`src/rtl/ps2_host_tx_pkg.sv`:
```
// Shared PS/2 definitions: state codes, frame length and default timing constants.
// Used by the host transmitter and intended for the matching receiver.
package ps2_host_tx_pkg;

    localparam logic [2:0] ST_IDLE  = 3'd0;
    localparam logic [2:0] ST_RTS   = 3'd1;
    localparam logic [2:0] ST_START = 3'd2;
    localparam logic [2:0] ST_DATA  = 3'd3;
    localparam logic [2:0] ST_STOP  = 3'd4;

    localparam int FRAME_LEN          = 11;
    localparam int DEF_INHIBIT_CYCLES = 5000;
    localparam int DEF_FILTER_LEN     = 8;
    localparam int DEF_TIMEOUT_CYCLES = 1_000_000;

    // Odd parity above the data byte; shifted out LSB first.
    function automatic logic [8:0] make_pkt(input logic [7:0] d);
        return {~^d, d};
    endfunction

endpackage

```
`src/rtl/ps2_clk_filter.sv`:
```
// PS/2 clock conditioner: two-flop synchronizer, FILTER_LEN-sample glitch filter
// and a registered one-cycle falling-edge strobe.
module ps2_clk_filter #(
    parameter int FILTER_LEN = 8
) (
    input  logic CLK,
    input  logic reset,
    input  logic ps2c_in,
    output logic level,
    output logic fall
);

    logic [1:0]            sync;
    logic [FILTER_LEN-1:0] hist;

    always_ff @(posedge CLK or posedge reset) begin
        if (reset) begin
            sync  <= 2'b11;
            hist  <= '1;
            level <= 1'b1;
            fall  <= 1'b0;
        end else begin
            sync <= {sync[0], ps2c_in};
            hist <= {hist[FILTER_LEN-2:0], sync[1]};
            fall <= 1'b0;
            // Level only moves once the whole history window agrees.
            if (&hist) begin
                level <= 1'b1;
            end else if (hist == '0) begin
                level <= 1'b0;
                fall  <= level;
            end
        end
    end

endmodule

```
`src/rtl/ps2_host_tx.sv`:
```
// PS/2 host-to-device transmitter: RTS inhibit, start/data/parity/stop, ACK check.
// Optional watchdog between device clock falls enabled by defining PS2_TX_WATCHDOG_EN.
//
// state | meaning
// IDLE  | lines released, waiting for wr_ps2
// RTS   | clock held low for INHIBIT_CYCLES (request to send)
// START | clock released, data pulled low as start bit
// DATA  | presenting pkt[0]; shifts on each device clock fall
// STOP  | data released as stop bit; next fall samples device ACK
module ps2_host_tx
    import ps2_host_tx_pkg::*;
#(
    parameter int INHIBIT_CYCLES = DEF_INHIBIT_CYCLES,
    parameter int FILTER_LEN     = DEF_FILTER_LEN,
    parameter int TIMEOUT_CYCLES = DEF_TIMEOUT_CYCLES
) (
    input  logic       CLK,
    input  logic       reset,
    input  logic       wr_ps2,
    input  logic [7:0] din,
    input  logic       ps2c_in,
    input  logic       ps2d_in,
    output logic       ps2c_oe,
    output logic       ps2d_oe,
    output logic       tx_idle,
    output logic       tx_done_tick,
    output logic       tx_err_tick
);

    localparam int IW = $clog2(INHIBIT_CYCLES + 1);

    logic [2:0]    state, state_nx;
    logic [8:0]    pkt, pkt_nx;
    logic [3:0]    n, n_nx;
    logic [IW-1:0] icnt, icnt_nx;
    logic [1:0]    d_sync;
    logic          fall, c_level_unused;
    logic          done_nx, err_nx, wd_expire;

    ps2_clk_filter #(.FILTER_LEN(FILTER_LEN)) u_clk_filter (
        .CLK     (CLK),
        .reset   (reset),
        .ps2c_in (ps2c_in),
        .level   (c_level_unused),
        .fall    (fall)
    );

`ifdef PS2_TX_WATCHDOG_EN
    localparam int WW = $clog2(TIMEOUT_CYCLES + 1);
    logic [WW-1:0] wcnt;

    assign wd_expire = (state == ST_START || state == ST_DATA || state == ST_STOP)
                       && (wcnt == '0) && !fall;

    // Reloaded on every state change and every clock fall; counts down otherwise.
    always_ff @(posedge CLK or posedge reset) begin
        if (reset) begin
            wcnt <= '0;
        end else if (state_nx != state || fall) begin
            wcnt <= WW'(TIMEOUT_CYCLES - 1);
        end else if (wcnt != '0) begin
            wcnt <= wcnt - WW'(1);
        end
    end
`else
    logic wd_unused;
    assign wd_unused = |TIMEOUT_CYCLES;
    assign wd_expire = 1'b0;
`endif

    always_ff @(posedge CLK or posedge reset) begin
        if (reset) d_sync <= 2'b11;
        else       d_sync <= {d_sync[0], ps2d_in};
    end

    always_comb begin
        state_nx = state;
        pkt_nx   = pkt;
        n_nx     = n;
        icnt_nx  = icnt;
        done_nx  = 1'b0;
        err_nx   = 1'b0;
        case (state)
            ST_IDLE: if (wr_ps2) begin
                pkt_nx   = make_pkt(din);
                icnt_nx  = IW'(INHIBIT_CYCLES - 1);
                state_nx = ST_RTS;
            end
            ST_RTS: begin
                if (icnt == '0) state_nx = ST_START;
                else            icnt_nx  = icnt - IW'(1);
            end
            ST_START: if (fall) begin
                n_nx     = 4'd0;
                state_nx = ST_DATA;
            end
            ST_DATA: if (fall) begin
                if (n == 4'd8) begin
                    state_nx = ST_STOP;
                end else begin
                    pkt_nx = {1'b0, pkt[8:1]};
                    n_nx   = n + 4'd1;
                end
            end
            ST_STOP: if (fall) begin
                done_nx  = ~d_sync[1];
                err_nx   = d_sync[1];
                state_nx = ST_IDLE;
            end
            default: state_nx = ST_IDLE;
        endcase
        if (wd_expire) begin
            state_nx = ST_IDLE;
            done_nx  = 1'b0;
            err_nx   = 1'b1;
        end
    end

    // Outputs are registered from the next-state values so they align with state.
    always_ff @(posedge CLK or posedge reset) begin
        if (reset) begin
            state        <= ST_IDLE;
            pkt          <= '0;
            n            <= '0;
            icnt         <= '0;
            ps2c_oe      <= 1'b0;
            ps2d_oe      <= 1'b0;
            tx_idle      <= 1'b1;
            tx_done_tick <= 1'b0;
            tx_err_tick  <= 1'b0;
        end else begin
            state        <= state_nx;
            pkt          <= pkt_nx;
            n            <= n_nx;
            icnt         <= icnt_nx;
            ps2c_oe      <= (state_nx == ST_RTS);
            ps2d_oe      <= (state_nx == ST_START) || (state_nx == ST_DATA && !pkt_nx[0]);
            tx_idle      <= (state_nx == ST_IDLE);
            tx_done_tick <= done_nx;
            tx_err_tick  <= err_nx;
        end
    end

endmodule

```
`config.mk`:
```
export PLATFORM = sky130hd
export DESIGN_NAME = ps2_host_tx
export DESIGN_NICKNAME = d
export VERILOG_FILES = /design/src/rtl/ps2_host_tx_pkg.sv /design/src/rtl/ps2_clk_filter.sv /design/src/rtl/ps2_host_tx.sv
export SDC_FILE = /design/constraint.sdc
export NUM_CORES = 1
export LEC_CHECK = 0
export CAP_MARGIN = 20
export CORE_MARGIN = 2
export CORE_UTILIZATION = 39
export CTS_CLUSTER_DIAMETER = 50
export DETAILED_ROUTE_END_ITERATION = 16
export PLACE_DENSITY_LB_ADDON = 0.12
export SYNTH_ARGS = -nofsm -noshare
export SYNTH_HDL_FRONTEND = slang
export SYNTH_HIERARCHICAL = 1
export SYNTH_SLANG_ARGS = --single-unit
```
`constraint.sdc`:
```
create_clock -name CLK -period 2.3 [get_ports CLK]
set_input_delay 0.46 -clock CLK [delete_from_list [all_inputs] [get_ports CLK]]
set_output_delay 0.46 -clock CLK [all_outputs]
set_load 0.01 [all_outputs]
```
* Word-level counts from Yosys, hierarchy flattened
Cells that the tools add are included.
Storage, ports and cells: logic and storage cells 73, output and inout port bits 5, input bits 13, flip-flop bits (word level) 48
Cells by class: reductions and logical operators 16, bitwise operators 1, $add $sub $neg 2, multiplexer cells 26, equality and inequality tests 13
Operators by type and width (count):
- $mux W9 | 3
- $mux W13 | 2
- $pmux W13 S2 | 1
- $mux W3 | 6
- $pmux W9 S2 | 1
- $pmux W3 S5 | 1
- $logic_not A13 Y1 | 1
- $sub A13 B1 Y13 const B | 1
- $eq A3 B2 Y1 const B | 4
- $mux W4 | 3
- $logic_not A8 Y1 | 1
- $mux W1 | 8
- $pmux W4 S2 | 1
- $reduce_and A4 Y1 | 2
- $reduce_and A8 Y1 | 1
- $reduce_bool A2 Y1 | 4
- $reduce_xnor A8 Y1 | 1
- $eq A3 B1 Y1 const B | 2
- $logic_not A3 Y1 | 2
- $ne A2 B2 Y1 const B | 3
- $add A4 B1 Y4 const B | 1
- $eq A4 B4 Y1 const B | 1
- $ne A2 B1 Y1 const B | 2
- $eq A3 B3 Y1 const B | 1
- other kinds (5) | 5

* Logic depth before layout (Yosys ltp)
word-level depth 7, mapped depth 7, gate-level depth less buffers 6

* Hierarchy
The synthesis kept the hierarchy.
Modules (own cells, without submodules):
- ps2_host_tx | sequential area each 904.6 um2, cells each 173, instances 1, area an instance 1813.0 um2
- ps2_clk_filter | sequential area each 314.1 um2, cells each 20, instances 1, area an instance 374.1 um2

* Least setup slack after synthesis
Ideal clock, no wire load.
path type reg2reg, from reg icnt[0], to reg icnt[6], path slack 0.243 ns, arrival 1.979 ns, stages on the path, launching flop included 8, buffers on the path 1, cells stage by stage dfrtp_1 -> inv_1 -> ha_1 -> or3b_1 -> buf_2 -> or4_1 -> or3_1 -> a21oi_1
Between the ends: longest elaborated chain between the ends 3, elaborated cells between the ends (all ways) 6
Ends and longest elaborated chain:
- start: declaration | RTL line ps2_host_tx.sv:35 | logic [IW-1:0] icnt, icnt_nx;
- start signal: assignment | RTL line ps2_host_tx.sv:135 | icnt <= icnt_nx;
- $sub A13 B1 Y13 or $logic_not A13 Y1 (tied branches) | RTL line ps2_host_tx.sv:91, ps2_host_tx.sv:90
- $mux W13 or $ne A2 B2 Y1 (tied branches)
- $pmux W13 S2 or $reduce_and A3 Y1 (tied branches)
Parallel ways exist; a longest one is shown, timed or not. The select of a mux whose other input is x is not followed. A chain may end at the register's enable or synchronous reset.

* Worst setup path in the final report
Ends and elaborated chain as after synthesis.

==> flow_results.org <==
** Placed design
- HPWL after detailed placement :: 2990 µm
- Routability-driven placement finished with a final weighted congestion of 0.840.
- Port buffer count :: 17
- Once placement completed, the tool counted placed cells totaling 284.
- Once placement finished, the instance area stood at 0.00248 mm².

** Route
- WL/cell :: 14.2 µm
- Total iterations of the first detailed-routing run :: 4
- Number of antenna-violating nets in the routed design :: 0
- After detailed routing, the total wire length is 4130 µm.
- In the routed layout, each cell is associated on average with a via count of 5.32.
- Number of remaining DRC errors :: 0
- After the first detailed-routing iteration, the DRC count stood at 25.
- Across all layers, the routed design uses 1553 vias.

** Global routing
- Number of antenna violations at the first check in global routing :: 0
- The first global-routing pass estimated 7150 µm of wire.
- For this run, the total global-route usage over all layers was measured as 14.8%.
- Pin count of the biggest net entering global routing :: 37
- Summed over all layers, the global routing overflow is 0.
- Via count of the first global-routing pass :: 1533

** Floorplanning
- Total Die Area :: 0.00622 mm²
- In this run the count of I/O pins placed on the die edge is 18.
- The total area inside the core boundary comes to 0.00547 mm².
- Width of the chip :: 78.9 µm
- Die outline height :: 78.9 µm
- Once the floorplan was initialized, standard cells occupied 40.0% of the core.
- The floorplan has 27 rows.

** Finish
- Summed area of non-filler cells in the final layout :: 0.00257 mm²
- Once layout is complete, the cells apart from fillers number 292.
- Area added between synthesis and finish :: 17.3%
- Multi-input gate area :: 917 µm²
- Fill cells in the final layout number 537.
- The repair_antennas step left the layout with diodes totalling 0.
- Share of post-route cells with drive strength above 1 :: 18.2%
- After the last flow step, the layout net total stands at 235.
- FF/Latch Area :: 0.00122 mm²

** Timing
- The clock period could shrink to 2.12 ns.
- In this run the tightest slew margin relative to its limit is 56.1%.
- Fmax achieved :: 471 MHz
- The worst path uses 92.3% of the clock period.
- The count of final max-slew check failures is 0.
- At the pin with the least slew margin, the transition time is 0.652 ns.
- The clock arrives with 0.00942 ns of skew.
- Setup repair after global routing left no endpoint under its margin.
- Setup TNS :: 0 ns
- Setup-failing EPs final :: 0
- The number of endpoints with negative hold slack in the final report came to 0.

** CTS
- The tree built by TritonCTS fans out to 48 sinks.
- The clock passes through at most 2 buffers.
- Library cell used as clock root buffer :: sky130_fd_sc_hd__clkbuf_8
- Clock tree from TritonCTS :: yes
- Clock slew seen by the registers of the worst setup and hold paths :: 0.09 ns
- # H-tree levels :: 2
- Number of buffers inserted to repair setup after CTS :: 0
- TritonCTS created 5 clock buffers.
- The clock reaches the later pin of the worst-skew pair after 0.31 ns.

** Worst setup path
- Worst EP arrival :: 2.36 ns
- Maximum net fanout on the critical path :: 7
- The critical path goes through inv_1, ha_1, or3b_4, or4_1, or3_1, a21oi_1.
- The worst setup path is captured at a flip-flop.
- On the worst path, the slowest cell contributes a delay of 0.50 ns.
- Slowest stage cell, crit path :: sky130_fd_sc_hd__or4_1
- STA puts the critical path data required time at 2.54 ns.
- Start-to-end type of the worst setup path :: flip-flop to flip-flop
- Worst setup SP type :: flip-flop

** Status
- The run finished with clean final reports.

** Power
- In this run the static leakage power is 1.09 nW.
- VDD sags by at most 0.342 mV.
- Dividing total power by cell area gives a power density of 742 mW/mm².

** Logic synthesis
- Sequential cells were found to cover 55.7% of the synthesized design area.
- The synthesized design contains 0 enable-type register cells.
- In the synthesized netlist the dominant register cell turns out to be sky130_fd_sc_hd__dfrtp_1.
- sky130_fd_sc_hd__dfrtp_1 takes more of the synthesized area than any other cell.
- Flop and latch count out of synthesis :: 48
- Of all flip-flops after synthesis, the portion carrying an async set or reset was 100%.
- Unique cell type count in the Yosys netlist :: 47
- The number of nets handed over by synthesis was 209.
- Yosys warns :: 6
- Fraction of synthesized cell area taken by the top area cell type :: 38.9%
- The synthesized netlist occupies a cell area of 0.00219 mm².
- Cells taking the most area after synthesis :: sky130_fd_sc_hd__dfrtp_1 (39%), sky130_fd_sc_hd__dfstp_2 (17%), sky130_fd_sc_hd__nand2_1 (4.1%), sky130_fd_sc_hd__mux2i_1 (2.7%), sky130_fd_sc_hd__a22oi_1 (2.4%)
- A synthesized cell averages 11.3 µm².
- In the synthesized netlist, the number of instances is 193.

** Flow run
- Max capacitance violation total :: 0

** Hold path
- Tightest Hold Check Type :: flip-flop to flip-flop
==> synth_stat cells, drive strengths merged (2+ instances only) <==
library cell and n:
mux2i 6, nand4 4, nand2 24, xor2 3
or3 2, dfstp 14, nor4b 2, o31ai 3
o2bb2ai 2, inv 6, nor2 11, o21ai 4
xnor2 6, or3b 2, nand3b 3, ha 3
nor3 5, and4b 2, a21oi 4, dfrtp 34
o21a 3, nor2b 2, clkbuf 4, or4 6
nor4 7, nand3 7, a22oi 7, buf 2
and3 2, nor3b 2
==> power breakdown <==
part | switching, W | internal (W) | total [W]
Sequential | 0.000122 | 0.000973 | 0.00109
Clock | 0.000290 | 0.000212 | 0.000503
Combinational | 0.000149 | 0.000157 | 0.000306
Total | 0.000562 | 0.00134 | 0.00190
==> registers in the layout (all words and copies together) (netlist names), 2 cells and up <==
name               cells
icnt                  13
pkt                    9
u_clk_filter/hist      8
n                      4
state                  3
d_sync                 2
u_clk_filter/sync      2
==> worst paths after layout <==
path	start	end	slack [ns]	depth (start not counted)
worst max-delay path	icnt[0]	icnt[6]	0.18	6
worst min-delay path	u_clk_filter/sync[0]	u_clk_filter/sync[1]	0.36	0
worst max register to register	icnt[0]	icnt[6]	0.18	6
worst min register to register	u_clk_filter/sync[0]	u_clk_filter/sync[1]	0.36	0
max in group asynchronous	reset	d_sync[1]	1.36	3
min in group asynchronous	reset	u_clk_filter/fall	0.48	2
==> routing by layer <==
metal | share of wire (%) | wire, µm | GRT usage (%) | vias up
li1 | - | - | - | 761
met1 | 46 | 1920 | 18.3 | 774
met2 | 49 | 2040 | 24.6 | 12
met3 | 2.5 | 104 | 4.09 | 6
met4 | 1.7 | 72 | 6.03 | 0
met5 | 0 | 0 | 0 | -
==> critical path, delay by kind of cell, from the launching register on <==
| family | cells | cell delay (ns) |
|---|---|---|
| flip-flops | 1 | 0.42 |
| adder cells (fa/ha/maj) | 1 | 0.16 |
| AO/OA/AOI/OAI | 1 | 0.14 |
| buffers and inverters | 1 | 0.08 |
| AND/OR/NAND/NOR | 3 | 1.25 |
==> cell families after synthesis <==
group	share of synthesized area [%]
buffers and inverters	2.46
DFF	55.7
AOI/OAI and AO/OA	8.81
adders and majority gates	1.72
and+or+nand+nor	24.4
muxes	3.26
xor gates and xnor gates	3.60
==> area by class of cell <==
type,count,area share (%)
Sequential cell,48,47.5
Tap cell,72,3.51
Clock inverter,3,0.731
Inverter,6,0.878
Timing Repair Buffer,25,8.97
Clock buffer,5,2.68
Multi-Input combinational cell,133,35.7
==> metrics by stage <==
stage | setup slack [ns] | hold slack (ns) | util, % | total power [W]
final | 0.176 | 0.361 | 46.9 | 0.00190
after global routing | 0.0907 | 0.365 | 46.9 | 0.00202
after CTS | 0.0920 | 0.363 | 46.8 | 0.00192
after detailed placement | 0.122 | 0.349 | 45.2 | 0.00141
after global placement | 0.180 | 0.347 | 45.2 | 0.00139
after floorplan | 0.243 | 0.317 | - | 0.00131
==> what timing repair did <==
action                                  CTS  global route
endpoints found under the setup margin    0             1
hold buffers                              0             0
resized for setup                         0             1
==> placed cells by master (no fill, tap or decap), types with 2 or more instances in the layout <==
| master | n |
|---|---|
| sky130_fd_sc_hd__nor3_1 | 5 |
| sky130_fd_sc_hd__mux2i_1 | 6 |
| sky130_fd_sc_hd__dfrtp_1 | 34 |
| sky130_fd_sc_hd__a21oi_1 | 4 |
| sky130_fd_sc_hd__o21a_1 | 3 |
| sky130_fd_sc_hd__nor4_2 | 3 |
| sky130_fd_sc_hd__ha_1 | 3 |
| sky130_fd_sc_hd__clkdlybuf4s50_1 | 17 |
| sky130_fd_sc_hd__nor2_1 | 11 |
| sky130_fd_sc_hd__nand4_1 | 4 |
| sky130_fd_sc_hd__dfstp_2 | 14 |
| sky130_fd_sc_hd__or3b_4 | 2 |
| sky130_fd_sc_hd__o2bb2ai_1 | 2 |
| sky130_fd_sc_hd__and4b_1 | 2 |
| sky130_fd_sc_hd__xor2_1 | 3 |
| sky130_fd_sc_hd__clkinv_2 | 2 |
| sky130_fd_sc_hd__nand2_1 | 24 |
| sky130_fd_sc_hd__a22oi_1 | 7 |
| sky130_fd_sc_hd__o31ai_1 | 3 |
| sky130_fd_sc_hd__nand3b_1 | 3 |
| sky130_fd_sc_hd__nand3_1 | 7 |
| sky130_fd_sc_hd__nor2b_1 | 2 |
| sky130_fd_sc_hd__clkbuf_8 | 5 |
| sky130_fd_sc_hd__inv_1 | 6 |
| sky130_fd_sc_hd__or3_1 | 2 |
| sky130_fd_sc_hd__nor4_1 | 3 |
| sky130_fd_sc_hd__xnor2_1 | 6 |
| sky130_fd_sc_hd__and3_1 | 2 |
| sky130_fd_sc_hd__buf_4 | 8 |
| sky130_fd_sc_hd__o21ai_0 | 4 |
| sky130_fd_sc_hd__nor3b_1 | 2 |
| sky130_fd_sc_hd__or4_1 | 5 |
No activity file was read; power rests on OpenSTA's default activity.
